--- config.mk ---
export PLATFORM = sky130hd
export DESIGN_NAME = mem_dcache_ctrl
export DESIGN_NICKNAME = d
export VERILOG_FILES = /design/src/rtl/mem_dcache_ctrl.sv
export SDC_FILE = /design/constraint.sdc
export NUM_CORES = 1
export LEC_CHECK = 0
export BUFFER_PORTS_ARGS = -buffer_cell sky130_fd_sc_hd__buf_2
export CORE_ASPECT_RATIO = 1.5
export CORE_MARGIN = 8
export CORE_UTILIZATION = 48
export DETAILED_ROUTE_END_ITERATION = 8
export PLACE_DENSITY = 0.9
export SLEW_MARGIN = 20
export SYNTH_ARGS = -nofsm -noshare
export SYNTH_HDL_FRONTEND = slang
export SYNTH_SLANG_ARGS = --single-unit
--- constraint.sdc ---
create_clock -name clk -period 3.8 [get_ports clk]
set_input_delay 0.57 -clock clk [delete_from_list [all_inputs] [get_ports clk]]
set_output_delay 0.57 -clock clk [all_outputs]
set_load 0.01 [all_outputs]
--- src/rtl/mem_dcache_ctrl.sv ---
// MEM-stage data-cache access controller.
// Issues one load/store per instruction on a valid/ready D-cache port and
// waits for load data. Returned data is aligned and extended, then held until
// MEM2 accepts it. The pipeline stalls while the access is outstanding.
module mem_dcache_ctrl #(
  parameter int TIMEOUT_CYCLES = 1023
) (
  input  logic        clk,
  input  logic        rst,
  input  logic        MEM_Flush,
  input  logic        MEM2_Wr,
  input  logic [31:0] MEM_ALUOut,
  input  logic [31:0] MEM_OutB,
  input  logic        MEM_ReadEn,
  input  logic [1:0]  MEM_LoadSize,
  input  logic        MEM_LoadSign,
  input  logic [3:0]  MEM_DCache_Wen,
  input  logic        MEM_ExceptValid,
  output logic        req_valid,
  output logic        req_wr,
  output logic [31:0] req_addr,
  output logic [3:0]  req_wstrb,
  output logic [31:0] req_wdata,
  input  logic        req_ready,
  input  logic        resp_valid,
  input  logic [31:0] resp_rdata,
  output logic [31:0] MEM_LoadData,
  output logic        MEM_Stall,
  output logic        MEM_DCacheTimeout
);

  typedef enum logic [2:0] {IDLE, REQ, WAIT, DONE, DRAIN} state_t;

  localparam logic [9:0] TIMEOUT_VAL = 10'(TIMEOUT_CYCLES);

  state_t      state, state_next;
  logic        acc;
  logic        xfer;
  logic        capture;
  logic [9:0]  wait_cnt;
  logic [9:0]  wait_cnt_inc;
  logic [31:0] load_ext;

  // Select the addressed byte/half of the returned word and extend it.
  function automatic logic [31:0] extend_load(input logic [31:0] word,
                                              input logic [1:0]  off,
                                              input logic [1:0]  size,
                                              input logic        sgn);
    logic [31:0] shifted;
    logic [15:0] half;
    shifted = word >> {off, 3'b000};
    half    = off[1] ? word[31:16] : word[15:0];
    case (size)
      2'd0:    return {{24{sgn & shifted[7]}}, shifted[7:0]};
      2'd1:    return {{16{sgn & half[15]}}, half};
      default: return word;
    endcase
  endfunction

  assign acc          = (MEM_ReadEn | (MEM_DCache_Wen != 4'b0000)) & ~MEM_ExceptValid;
  assign req_wr       = (MEM_DCache_Wen != 4'b0000);
  assign req_addr     = {MEM_ALUOut[31:2], 2'b00};
  assign req_wstrb    = MEM_DCache_Wen;
  assign req_wdata    = MEM_OutB << {MEM_ALUOut[1:0], 3'b000};
  assign load_ext     = extend_load(resp_rdata, MEM_ALUOut[1:0], MEM_LoadSize, MEM_LoadSign);
  assign xfer         = req_valid & req_ready;
  assign capture      = (state == WAIT) & resp_valid & ~MEM_Flush;
  assign wait_cnt_inc = (wait_cnt == 10'h3FF) ? wait_cnt : wait_cnt + 10'd1;

  // Request and stall outputs; both are forced low while reset is held.
  always_comb begin
    req_valid = ~rst & ~MEM_Flush & (((state == IDLE) & acc) | (state == REQ));
    MEM_Stall = ~rst & (((state == IDLE) & acc) | (state == REQ) |
                        (state == WAIT) | (state == DRAIN));
  end

  // Next-state logic; flush overrides every other event except in DRAIN.
  always_comb begin
    // NOTE: default first so every path assigns state_next and no latch is inferred.
    state_next = state;
    case (state)
      IDLE: begin
        if (!MEM_Flush && acc) begin
          if (xfer) state_next = req_wr ? DONE : WAIT;
          else      state_next = REQ;
        end
      end
      REQ: begin
        if (MEM_Flush) state_next = IDLE;
        else if (xfer) state_next = req_wr ? DONE : WAIT;
      end
      WAIT: begin
        if (MEM_Flush)       state_next = resp_valid ? IDLE : DRAIN;
        else if (resp_valid) state_next = DONE;
      end
      DONE: begin
        if (MEM_Flush || MEM2_Wr) state_next = IDLE;
      end
      DRAIN: begin
        if (resp_valid) state_next = IDLE;
      end
      default: state_next = IDLE;
    endcase
  end

  // State register, load-data capture, wait counter and sticky timeout flag.
  always_ff @(posedge clk or posedge rst) begin
    if (rst) begin
      state             <= IDLE;
      MEM_LoadData      <= 32'h0;
      MEM_DCacheTimeout <= 1'b0;
      wait_cnt          <= 10'h0;
    end else begin
      // NOTE: non-blocking so every register samples pre-edge values regardless of order.
      state <= state_next;
      if (capture) MEM_LoadData <= load_ext;
      if (state != WAIT && state_next == WAIT) begin
        wait_cnt <= 10'h0;
      end else if (state == WAIT) begin
        wait_cnt <= wait_cnt_inc;
        if (wait_cnt_inc == TIMEOUT_VAL) MEM_DCacheTimeout <= 1'b1;
      end
    end
  end

endmodule

==> flow_summary_export.csv <==
group,metric,value,unit
setup_path,cpMaxStageDelayCell,"sky130_fd_sc_hd__buf_2",
clocking,clock_path_buffers,2,
routing,drt-total-wl,12400,um
setup_path,critPathCaptureType,"output port",
logic_synthesis,synth_area_leaders,"sky130_fd_sc_hd__dfrtp_1 (32%), sky130_fd_sc_hd__buf_4 (7.9%), sky130_fd_sc_hd__mux2i_1 (5.8%), sky130_fd_sc_hd__nand2_1 (4.8%), sky130_fd_sc_hd__nand3_1 (3.7%)",
worst_hold_path,class_of_the_most_critical_hold_timing_path,"input pin to asynchronous set/reset pin",
cells_and_area,drive_gt1_share,36.1,%
cells_and_area,antenna-diode-count,0,
global_routing,grt_first_pass_wirelength,19100,um
logic_synthesis,ys_ff_latch,46,
logic_synthesis,synth.cell_area,3610,sq um
routing,drc_errors,0,
timing,rsz_0062_raised_after_global_routing,"no",
die,core_area,7470,sq um
cells_and_area,finish.cell_count_without_fillers,623,
clocking,clk_transition_reported_paths,60,ps
pwr,peakVddDrop,0.000639,V
timing,setup_viol,0,
setup_path,crit_family,"buffers and inverters",
logic_synthesis,yosys-top-cells-count,"sky130_fd_sc_hd__dfrtp_1 (46), sky130_fd_sc_hd__nand2_1 (46), sky130_fd_sc_hd__buf_4 (38), sky130_fd_sc_hd__nor2_1 (30), sky130_fd_sc_hd__nand3_1 (27)",
setup_path,cp_slowest_stage_delay,680,ps
logic_synthesis,number_of_enable_flip_flop_cells_after_synthesis,0,
logic_synthesis,yosysSeqAreaShare,31.9,%
logic_synthesis,synthFlopType,"sky130_fd_sc_hd__dfrtp_1",
cells_and_area,flow.area_growth_from_synthesis,17.5,%
logic_synthesis,synth_simple_gate_area_share,27.7,%
routing,post_drt_wl_per_cell,20.0,um
logic_synthesis,synthDominantAreaCellType,"sky130_fd_sc_hd__dfrtp_1",
setup_path,worst_path_buffer_plus_inverter_count,2,
routing,detail-route-antenna-nets,0,
global_routing,grt.total_usage,22.9,%
global_routing,grt_max_degree,47,
logic_synthesis,yosysTopAreaCellShare,31.9,%
logic_synthesis,dominant_combinational_cell_family_by_area_after_synthesis,"simple AND/OR/NAND/NOR gates",
routing,detail_route.iter0.violations,290,
setup_path,cp.required,3230,ps
timing,measured_slew_at_the_worst_slew_check_pin,922,ps
die,io_pins,215,
run,cap_violations,0,
die,die_h,122,um
global_routing,grt_pass1_vias,3664,
cells_and_area,number_of_nets_in_the_final_layout,632,
timing,final.setup_skew,6.49,ps
clocking,cts_resized,0,
timing,setup_tns,0,ps
logic_synthesis,async_flop_share,100,%
place,detailed_place_hpwl,9790,um
die,floorplan.rows,39,
timing,report.final.slew_viol_count,0,
routing,num_vias,3739,
setup_path,cpMostUsedCell,"sky130_fd_sc_hd__buf_2",
run_status,status,"finished, final reports clean",
pwr,leakagePower,0.00217,uW
setup_path,worstSetupStartpointType,"input pin",
logic_synthesis,share_of_the_synthesized_netlist_area_taken_by_xor_and_xnor_gates,0.242,%
global_routing,gr-total-overflow,0,
die,initial_utilization,48.4,%
place,gpl.final_weighted_congestion,0.920,
logic_synthesis,synthAdderAreaFrac,0.346,%
timing,final.period_utilization,70.7,%
clocking,ctsHoldBuffers,0,
timing,finalHoldViolCount,0,
clocking,post-cts-setup-buffer-count,0,
setup_path,critical_path_peak_fanout,43,
routing,dr.pass1.iters,5,
clocking,htreeDepth,2,
global_routing,antenna_found_initial,0,
setup_path,cp_data_arrival_time,2120,ps
setup_path,ff2ff_setup_slack,1260,ps
clocking,tritoncts,"built",
place,dp.cells,615,
clocking,clock_sink_count,46,
clocking,cts_inserted_buffers,5,
setup_path,timing_worst_setup_path_type,"input pin to output port",
logic_synthesis,syn-mean-instance-area,8.56,sq um
die,die-area,10600,sq um
cells_and_area,n_fill_cell,669,
logic_synthesis,ys_warn_count,0,
clocking,root_driver,"sky130_fd_sc_hd__clkbuf_16",
logic_synthesis,post_synth_inst_count,422,
pwr,power-per-cell-area,523,nW/um^2
logic_synthesis,synth.distinct_cells,59,
timing,final.min_clock_period,2690,ps
setup_path,crit_chain,"buf_2, nor2_1, and2_1, buf_2",
timing,fmax,0.372,GHz
clocking,clk-insertion-delay-late,290,ps
timing,relative_slew_slack,38.5,%
logic_synthesis,synth_mux_area_share,7.06,%
logic_synthesis,synth_area_in_compound_gates,19.8,%
routing,vias_per_cell,6.00,
die,die_width,86.8,um
place,portbufs,152,
-- placed cells by master (no fill, tap or decap), types with 4 or more instances in the layout --
cell and n:
sky130_fd_sc_hd__buf_2 152, sky130_fd_sc_hd__dfrtp_1 46, sky130_fd_sc_hd__nand2_1 46, sky130_fd_sc_hd__nor2_1 30
sky130_fd_sc_hd__nand3_1 27, sky130_fd_sc_hd__mux2i_1 21, sky130_fd_sc_hd__a21oi_1 20, sky130_fd_sc_hd__o21ai_0 14
sky130_fd_sc_hd__a211oi_1 11, sky130_fd_sc_hd__nor2b_1 11, sky130_fd_sc_hd__and2_1 10, sky130_fd_sc_hd__nand3_2 10
sky130_fd_sc_hd__or3_1 8, sky130_fd_sc_hd__o31ai_1 8, sky130_fd_sc_hd__and3b_1 7, sky130_fd_sc_hd__o21ai_1 7
sky130_fd_sc_hd__nor3_1 6, sky130_fd_sc_hd__a211o_1 6, sky130_fd_sc_hd__nand4_1 5, sky130_fd_sc_hd__a22o_1 5
sky130_fd_sc_hd__a221oi_1 5, sky130_fd_sc_hd__clkbuf_16 5, sky130_fd_sc_hd__buf_4 4
-- through the flow --
| step | util (%) | worst slack (ps) | cell area (sq um) | power (uW) | hold WS, ps |
|---|---|---|---|---|---|
| 6_report | 56.9 | 1110 | 4250 | 2220 | 444 |
| 5_1_grt | 56.9 | 1020 | 4250 | 2350 | 477 |
| 4_1_cts | 56.9 | 1130 | 4250 | 2230 | 467 |
| 3_5_place_dp | 54.7 | 1130 | 4080 | 1730 | 452 |
| 3_3_place_gp | 54.7 | 1200 | 4080 | 1690 | 448 |
| 2_1_floorplan | - | 1620 | 3620 | 1390 | 503 |
-- path summary, 6_finish.rpt --
kind	to	cells after the start	from
setup / recovery	req_wdata[7]	4	MEM_ALUOut[0]
hold / removal	state[0]	3	rst
setup reg to reg	MEM_LoadData[4]	4	state[0]
hold reg to reg	MEM_DCacheTimeout	1	MEM_DCacheTimeout
max in group asynchronous	wait_cnt[0]	3	rst
min in group clk	MEM_DCacheTimeout	1	MEM_DCacheTimeout
-- cells by family after synthesis --
group,Yosys count
mux,24
buf+inv,70
fa+ha+maj,1
simple gates,179
compound gates,100
flops,46
xor+xnor,1
other cells,1
-- worst reg2reg max path, cell delays in order, from the launching register on --
cell	delay, ps
sky130_fd_sc_hd__dfrtp_1	480
sky130_fd_sc_hd__nor3b_2	540
sky130_fd_sc_hd__nand3b_1	700
sky130_fd_sc_hd__buf_4	460
sky130_fd_sc_hd__o31ai_1	260
-- area by class of cell --
| cell class | instances | area, sq um | area share [%] |
|---|---|---|---|
| clock buffer | 7 | 133 | 3.12 |
| inverter | 4 | 15.0 | 0.354 |
| multi-input combinational | 307 | 2000 | 47.1 |
| tap | 102 | 128 | 3.01 |
| sequential | 46 | 1150 | 27.1 |
| timing repair buffer | 156 | 791 | 18.6 |
| clock inverter | 1 | 30.0 | 0.707 |
-- routing by layer --
layer | wire length [um] | track usage, % | part of all wire, % | vias to the layer above
li1 | - | - | - | 1687
met1 | 4340 | 23.5 | 35 | 1774
met2 | 6280 | 41.9 | 50 | 231
met3 | 1500 | 8.04 | 12 | 47
met4 | 317 | 7.58 | 2.5 | 0
met5 | 0 | 0 | 0 | -
-- flip-flops by register name, indices dropped and copies added (netlist names) --
name               flops
MEM_DCacheTimeout      1
MEM_LoadData          32
state                  3
wait_cnt              10
-- power breakdown --
part	internal, uW	switching (uW)
Combinational	368	505
Sequential	673	176
Clock	311	187
Total	1350	869
Note: power is estimated with default switching activity, not from simulation.
